<file path="src/rtl/sphere_scan_ctrl_pkg.sv">
// Shared types and constants for the per-pixel sphere scan controller.
// The state codes are plain localparams so older blocks can match them bit-for-bit.
package sphere_scan_ctrl_pkg;

  typedef logic [63:0] fixed_real;
  typedef logic [1:0]  sphere_idx_t;

  localparam fixed_real DIST_MAX = '1;

  typedef logic [1:0] scan_state_t;

  localparam scan_state_t IDLE  = 2'd0;
  localparam scan_state_t ISSUE = 2'd1;
  localparam scan_state_t WAIT  = 2'd2;
  localparam scan_state_t DONE  = 2'd3;

endpackage

</file>
<file path="src/rtl/sphere_scan_ctrl_nearest_hit_tracker.sv">
// Keeps the nearest hit seen so far for the pixel being scanned.
// The next-state values are exported so the FSM can latch a result that includes the final sample.
module nearest_hit_tracker #(
  parameter int IDX_W  = 2,
  parameter int DIST_W = 64
) (
  input  logic              Clk,
  input  logic              Reset,
  input  logic              clear_i,
  input  logic              update_i,
  input  logic              hit_i,
  input  logic [DIST_W-1:0] dist_i,
  input  logic [IDX_W-1:0]  idx_i,
  output logic              best_hit_o,
  output logic [IDX_W-1:0]  best_idx_o,
  output logic              next_hit_o,
  output logic [IDX_W-1:0]  next_idx_o,
  output logic [DIST_W-1:0] next_dist_o
);

  logic              best_hit_q, best_hit_d;
  logic [DIST_W-1:0] best_dist_q, best_dist_d;
  logic [IDX_W-1:0]  best_idx_q, best_idx_d;

  // Strict compare keeps the lower index on ties, and an all-ones distance can never beat the all-ones seed.
  always_comb begin
    best_hit_d  = best_hit_q;
    best_dist_d = best_dist_q;
    best_idx_d  = best_idx_q;
    if (clear_i) begin
      best_hit_d  = 1'b0;
      best_dist_d = '1;
      best_idx_d  = '0;
    end else if (update_i && hit_i && (dist_i < best_dist_q)) begin
      best_hit_d  = 1'b1;
      best_dist_d = dist_i;
      best_idx_d  = idx_i;
    end
  end

  always_ff @(posedge Clk or posedge Reset) begin
    if (Reset) begin
      best_hit_q  <= 1'b0;
      best_dist_q <= '1;
      best_idx_q  <= '0;
    end else begin
      best_hit_q  <= best_hit_d;
      best_dist_q <= best_dist_d;
      best_idx_q  <= best_idx_d;
    end
  end

  assign best_hit_o  = best_hit_q;
  assign best_idx_o  = best_idx_q;
  assign next_hit_o  = best_hit_d;
  assign next_idx_o  = best_idx_d;
  assign next_dist_o = best_dist_d;

endmodule

</file>
<file path="src/rtl/sphere_scan_ctrl.sv">
// Walks the sphere register read port over every sphere for one ray, keeps the nearest hit,
// and hands one result per pixel downstream; also pulses Hit/Hit_index back to the sphere register.
module sphere_scan_ctrl
  import sphere_scan_ctrl_pkg::*;
#(
  parameter int N_SPHERES = 4,
  parameter int IDX_W     = 2,
  parameter int DIST_W    = 64
) (
  input  logic              Clk,
  input  logic              Reset,
  input  logic              Pix_valid,
  output logic              Pix_ready,
  output logic [IDX_W-1:0]  Read_index,
  input  logic              Isect_valid,
  input  logic              Isect_hit,
  input  logic [DIST_W-1:0] Isect_dist,
  output logic              Res_valid,
  input  logic              Res_ready,
  output logic              Res_hit,
  output logic [IDX_W-1:0]  Res_index,
  output logic [DIST_W-1:0] Res_dist,
  output logic              Hit,
  output logic [IDX_W-1:0]  Hit_index
);

  localparam logic [IDX_W-1:0] LAST_IDX = IDX_W'(N_SPHERES - 1);

  scan_state_t       state_q, state_d;
  logic [IDX_W-1:0]  idx_q, idx_d;
  logic              res_valid_q, res_valid_d;
  logic              res_hit_q, res_hit_d;
  logic [IDX_W-1:0]  res_idx_q, res_idx_d;
  logic [DIST_W-1:0] res_dist_q, res_dist_d;
  logic              hit_q, hit_d;
  logic [IDX_W-1:0]  hit_idx_q, hit_idx_d;

  logic              trk_clear, trk_update;
  logic              best_hit, next_hit;
  logic [IDX_W-1:0]  best_idx, next_idx;
  logic [DIST_W-1:0] next_dist;

  nearest_hit_tracker #(
    .IDX_W  (IDX_W),
    .DIST_W (DIST_W)
  ) u_tracker (
    .Clk         (Clk),
    .Reset       (Reset),
    .clear_i     (trk_clear),
    .update_i    (trk_update),
    .hit_i       (Isect_hit),
    .dist_i      (Isect_dist),
    .idx_i       (idx_q),
    .best_hit_o  (best_hit),
    .best_idx_o  (best_idx),
    .next_hit_o  (next_hit),
    .next_idx_o  (next_idx),
    .next_dist_o (next_dist)
  );

  // ISSUE lasts one cycle to cover the register file's read latency; the result is latched on the last sample.
  always_comb begin
    state_d     = state_q;
    idx_d       = idx_q;
    res_valid_d = res_valid_q;
    res_hit_d   = res_hit_q;
    res_idx_d   = res_idx_q;
    res_dist_d  = res_dist_q;
    hit_d       = 1'b0;
    hit_idx_d   = hit_idx_q;
    trk_clear   = 1'b0;
    trk_update  = 1'b0;
    case (state_q)
      IDLE: begin
        if (Pix_valid) begin
          state_d   = ISSUE;
          idx_d     = '0;
          trk_clear = 1'b1;
        end
      end
      ISSUE: begin
        state_d = WAIT;
      end
      WAIT: begin
        if (Isect_valid) begin
          trk_update = 1'b1;
          if (idx_q == LAST_IDX) begin
            state_d     = DONE;
            res_valid_d = 1'b1;
            res_hit_d   = next_hit;
            res_idx_d   = next_idx;
            res_dist_d  = next_dist;
          end else begin
            state_d = ISSUE;
            idx_d   = idx_q + IDX_W'(1);
          end
        end
      end
      DONE: begin
        if (Res_ready) begin
          state_d     = IDLE;
          res_valid_d = 1'b0;
          hit_d       = best_hit;
          hit_idx_d   = best_idx;
        end
      end
      default: begin
        state_d = IDLE;
      end
    endcase
  end

  always_ff @(posedge Clk or posedge Reset) begin
    if (Reset) begin
      state_q     <= IDLE;
      idx_q       <= '0;
      res_valid_q <= 1'b0;
      res_hit_q   <= 1'b0;
      res_idx_q   <= '0;
      res_dist_q  <= '1;
      hit_q       <= 1'b0;
      hit_idx_q   <= '0;
    end else begin
      state_q     <= state_d;
      idx_q       <= idx_d;
      res_valid_q <= res_valid_d;
      res_hit_q   <= res_hit_d;
      res_idx_q   <= res_idx_d;
      res_dist_q  <= res_dist_d;
      hit_q       <= hit_d;
      hit_idx_q   <= hit_idx_d;
    end
  end

  assign Pix_ready  = (state_q == IDLE);
  assign Read_index = idx_q;
  assign Res_valid  = res_valid_q;
  assign Res_hit    = res_hit_q;
  assign Res_index  = res_idx_q;
  assign Res_dist   = res_dist_q;
  assign Hit        = hit_q;
  assign Hit_index  = hit_idx_q;

endmodule

</file>
<file path="config.mk">
export PLATFORM = sky130hd
export DESIGN_NAME = sphere_scan_ctrl
export DESIGN_NICKNAME = d
export VERILOG_FILES = /design/src/rtl/sphere_scan_ctrl_pkg.sv /design/src/rtl/sphere_scan_ctrl_nearest_hit_tracker.sv /design/src/rtl/sphere_scan_ctrl.sv
export SDC_FILE = /design/constraint.sdc
export NUM_CORES = 1
export LEC_CHECK = 0
export ABC_AREA = 1
export BUFFER_PORTS_ARGS = -buffer_cell sky130_fd_sc_hd__buf_2
export CORE_MARGIN = 10
export CORE_UTILIZATION = 51
export DETAILED_ROUTE_END_ITERATION = 8
export PLACE_DENSITY = 0.77
export SYNTH_ARGS = -nofsm -noshare
export SYNTH_HDL_FRONTEND = slang
export SYNTH_SLANG_ARGS = --single-unit
</file>
<file path="constraint.sdc">
create_clock -name Clk -period 3.7 [get_ports Clk]
set_input_delay 0.37 -clock Clk [delete_from_list [all_inputs] [get_ports Clk]]
set_output_delay 0.37 -clock Clk [all_outputs]
set_load 0.01 [all_outputs]
</file>
==> results.json <==
{
  "slew_viol_final": 0,
  "totalNegativeSetupSlack_ns": 0,
  "grt_overflow_total": 0,
  "rows": 44,
  "cts_tree": "yes",
  "vias": 6380,
  "grt_pass1_vias": 6524,
  "avgSynthCellArea_sq_um": 8.499,
  "grt_pass1_wl_um": 32140,
  "die-area_sq_um": 20140,
  "synth_top_cell_area_share_pct": 44.36,
  "synthCells": 892,
  "reg2reg_from": "u_tracker.best_dist_q[63]",
  "yosys.area_share.simple_pct": 29.31,
  "cp-start-kind": "register",
  "die_x_um": 141.9,
  "synth_seq_area_share_pct": 48.98,
  "drtIter0Drc": 490,
  "worst_path_largest_cell_delay_ns": 0.69,
  "hold_violations": 0,
  "crit_required_ns": 4.06,
  "cts.sinks": 142,
  "syn_to_final_growth_pct": 17.87,
  "drc_errors": 0,
  "syn_area_sq_um": 7581,
  "crit_path_end": "Res_dist[17]",
  "r2r_cells": 14,
  "first_pass_iters": 5,
  "cts_setup_buffers": 0,
  "fin_crit_ns": 3.301,
  "post-route-period-util_pct": 89.22,
  "cp-startpoint": "u_tracker.best_dist_q[63]",
  "regArea_sq_um": 3714,
  "layout.nets": 1154,
  "clock_latency_ns": 0.42,
  "cp-end-kind": "register",
  "r2r_setup_slack_ns": 0.40,
  "fp.coreArea_sq_um": 14530,
  "ys_warn_count": 0,
  "synth_top_family_by_area": "simple AND/OR/NAND/NOR gates",
  "hold_path.class": "input port to asynchronous set/reset pin",
  "final_layout_size_suffix_gt1_share_pct": 33.14,
  "setup_viol": 0,
  "synth_mux_area_share_pct": 0,
  "layout_commonest_cell": "nand2_1",
  "rsz0062_at_grt": "false",
  "finClkSkew_ns": 0.005902,
  "cap_viol_max_count": 0,
  "clkTransAtPathRegs_ns": 0.06,
  "hpwl_um": 12900,
  "io_pins": 144,
  "portBuffers": 143,
  "worstMarginPinSlew_ns": 0.8978,
  "ctsHtreeMaxLevel": 4,
  "track_usage_pct": 19.52,
  "antenna_found_initial": 2,
  "wl_per_cell_um": 15.71,
  "outcome": "finished clean",
  "final_cell_mix": "nand2_1 (319), buf_2 (143), dfstp_2 (128)",
  "synth_xor_area_share_pct": 0,
  "via_per_inst": 5.238,
  "synth_compound_gate_area_share_pct": 3.565,
  "root_buffer": "clkbuf_16",
  "slowest_stage": "nand2_4",
  "fp.dieH_um": 141.9,
  "synth_seq_cells": 142,
  "cts_buffer_depth": 2,
  "synthTopCellsByArea": "dfstp_2 (44%), nand2_1 (16%), ha_1 (11%)",
  "hold_ws_ns": 0.1198,
  "peakVddDrop_mv": 0.3524,
  "arrival_ns": 3.66,
  "initial_core_util_pct": 52.16,
  "synth_area_leader_cell": "dfstp_2",
  "grt_max_degree": 93,
  "ant_nets": 0,
  "powerDensity_nw_per_um2": 803.8,
  "fmax_mhz": 302.9,
  "syn_nets": 1026,
  "cts_buffers": 17,
  "crit_type": "register to register",
  "drt_wl_total_um": 19130,
  "ctsResizeCount": 0,
  "hold_buffers": 0,
  "globalplace.congestion": 0.8335,
  "crit_chain": "inv_1, ha_1, nand2_1, inv_1, nand3_1, nor2_1, nand4_1, nor2_1, nand2_2, nand2_4, nand2_1, nand3_1, nand2_1, nand2_1",
  "rr_endpoint": "Res_dist[17]",
  "synth_fa_ha_area_share_pct": 10.56,
  "cp_max_fo": 67,
  "cp_common_cell": "nand2_1",
  "relSlewSlack_pct": 40.06,
  "yosysUniqueCellTypes": 28,
  "multi_input_area_sq_um": 3298,
  "p_leak_nw": 5.102,
  "fillerInstances": 1295
}
==> cell type report <==
type	instances	area share [%]
multi-input combinational	620	36.91
sequential	142	41.56
timing repair buffer	152	9.045
inverter	87	3.696
antenna	2	0.05601
tap	184	2.576
clock inverter	11	1.050
clock buffer	20	5.111
==> routing by layer <==
metal  vias to the layer above  routed length, um  GRT usage, %
met5                         -                  0             0
met4                         0                405         8.822
met3                        29               1362         5.874
met2                       199               9229         30.80
met1                      3037               8137         24.18
li1                       3115                  -             -
==> sequential cells by signal, indices dropped and copies added (netlist names) <==
signal,count
Read_index,2
Res_valid,1
Res_hit,1
state_q,2
u_tracker.best_idx_o,2
Hit_index,2
Hit,1
u_tracker.best_dist_q,64
u_tracker.best_hit_o,1
Res_dist,64
Res_index,2
==> how the worst min path moves through the flow <==
stage                               from                   end  slack (ns)  depth (start not counted)
floorplan           u_tracker.best_hit_o                   Hit        0.46                          2
global placement            Res_dist[40]          Res_dist[40]        0.45                          2
detailed placement           Res_dist[2]           Res_dist[2]        0.46                          2
CTS                                Reset         Read_index[1]        0.11                          3
global route                       Reset         Read_index[1]        0.16                          3
finish                             Reset  u_tracker.best_hit_o        0.12                          3
==> kinds of logic (layout without fill, tap and decap cells) <==
logic type / count (synthesis) / count (layout)
AO/OA/AOI/OAI: 51 / 51
adder cells (fa/ha/maj): 64 / 64
buffers and inverters: 130 / 270
flip-flops: 142 / 142
other: 0 / 2
AND/OR/NAND/NOR: 505 / 505
==> per-stage QoR <==
step | utilization, % | total power, W | std cells | instance area [sq um] | setup WS, ns
after floorplan | - | 0.004788 | 892 | 7585 | 1.520
after global placement | 57.66 | 0.005469 | 1185 | 8381 | 0.4660
after detailed placement | 57.66 | 0.005581 | 1185 | 8381 | 0.3822
after CTS | 61.45 | 0.007240 | 1216 | 8931 | 0.3177
after global routing | 61.48 | 0.007780 | 1218 | 8936 | 0.01902
final | 61.48 | 0.007182 | 1218 | 8936 | 0.3989
==> critical path, delay by kind of cell, from the launching register on <==
kind / cells / cell delay [ns]
flops: 1 / 0.53
buf+inv: 2 / 0.12
fa+ha+maj: 1 / 0.30
simple gates: 11 / 2.22
==> cells in the mapped netlist <==
library cell	count
nand2_1	321
dfstp_2	128
nand3_1	124
inv_1	85
ha_1	64
a21oi_1	30
nor2_1	24
nand3_2	20
o21ai_0	15
dfrtp_1	14
clkbuf_1	13
buf_2	12
buf_6	7
buf_1	6
nand4_1	6
buf_4	5
nor3_1	3
and3_1	2
inv_2	2
o21a_1	2
or2_2	2
a21o_1	1
a21oi_2	1
a31oi_1	1
nand2_2	1
nand2_4	1
nor2_4	1
o21bai_1	1
==> power by group <==
group | total, W | internal [W] | switching (W)
clock network | 0.00160 | 0.000949 | 0.000652
logic | 0.00256 | 0.000992 | 0.00157
registers | 0.00302 | 0.00266 | 0.000365
No activity file was read; power rests on OpenSTA's default activity.
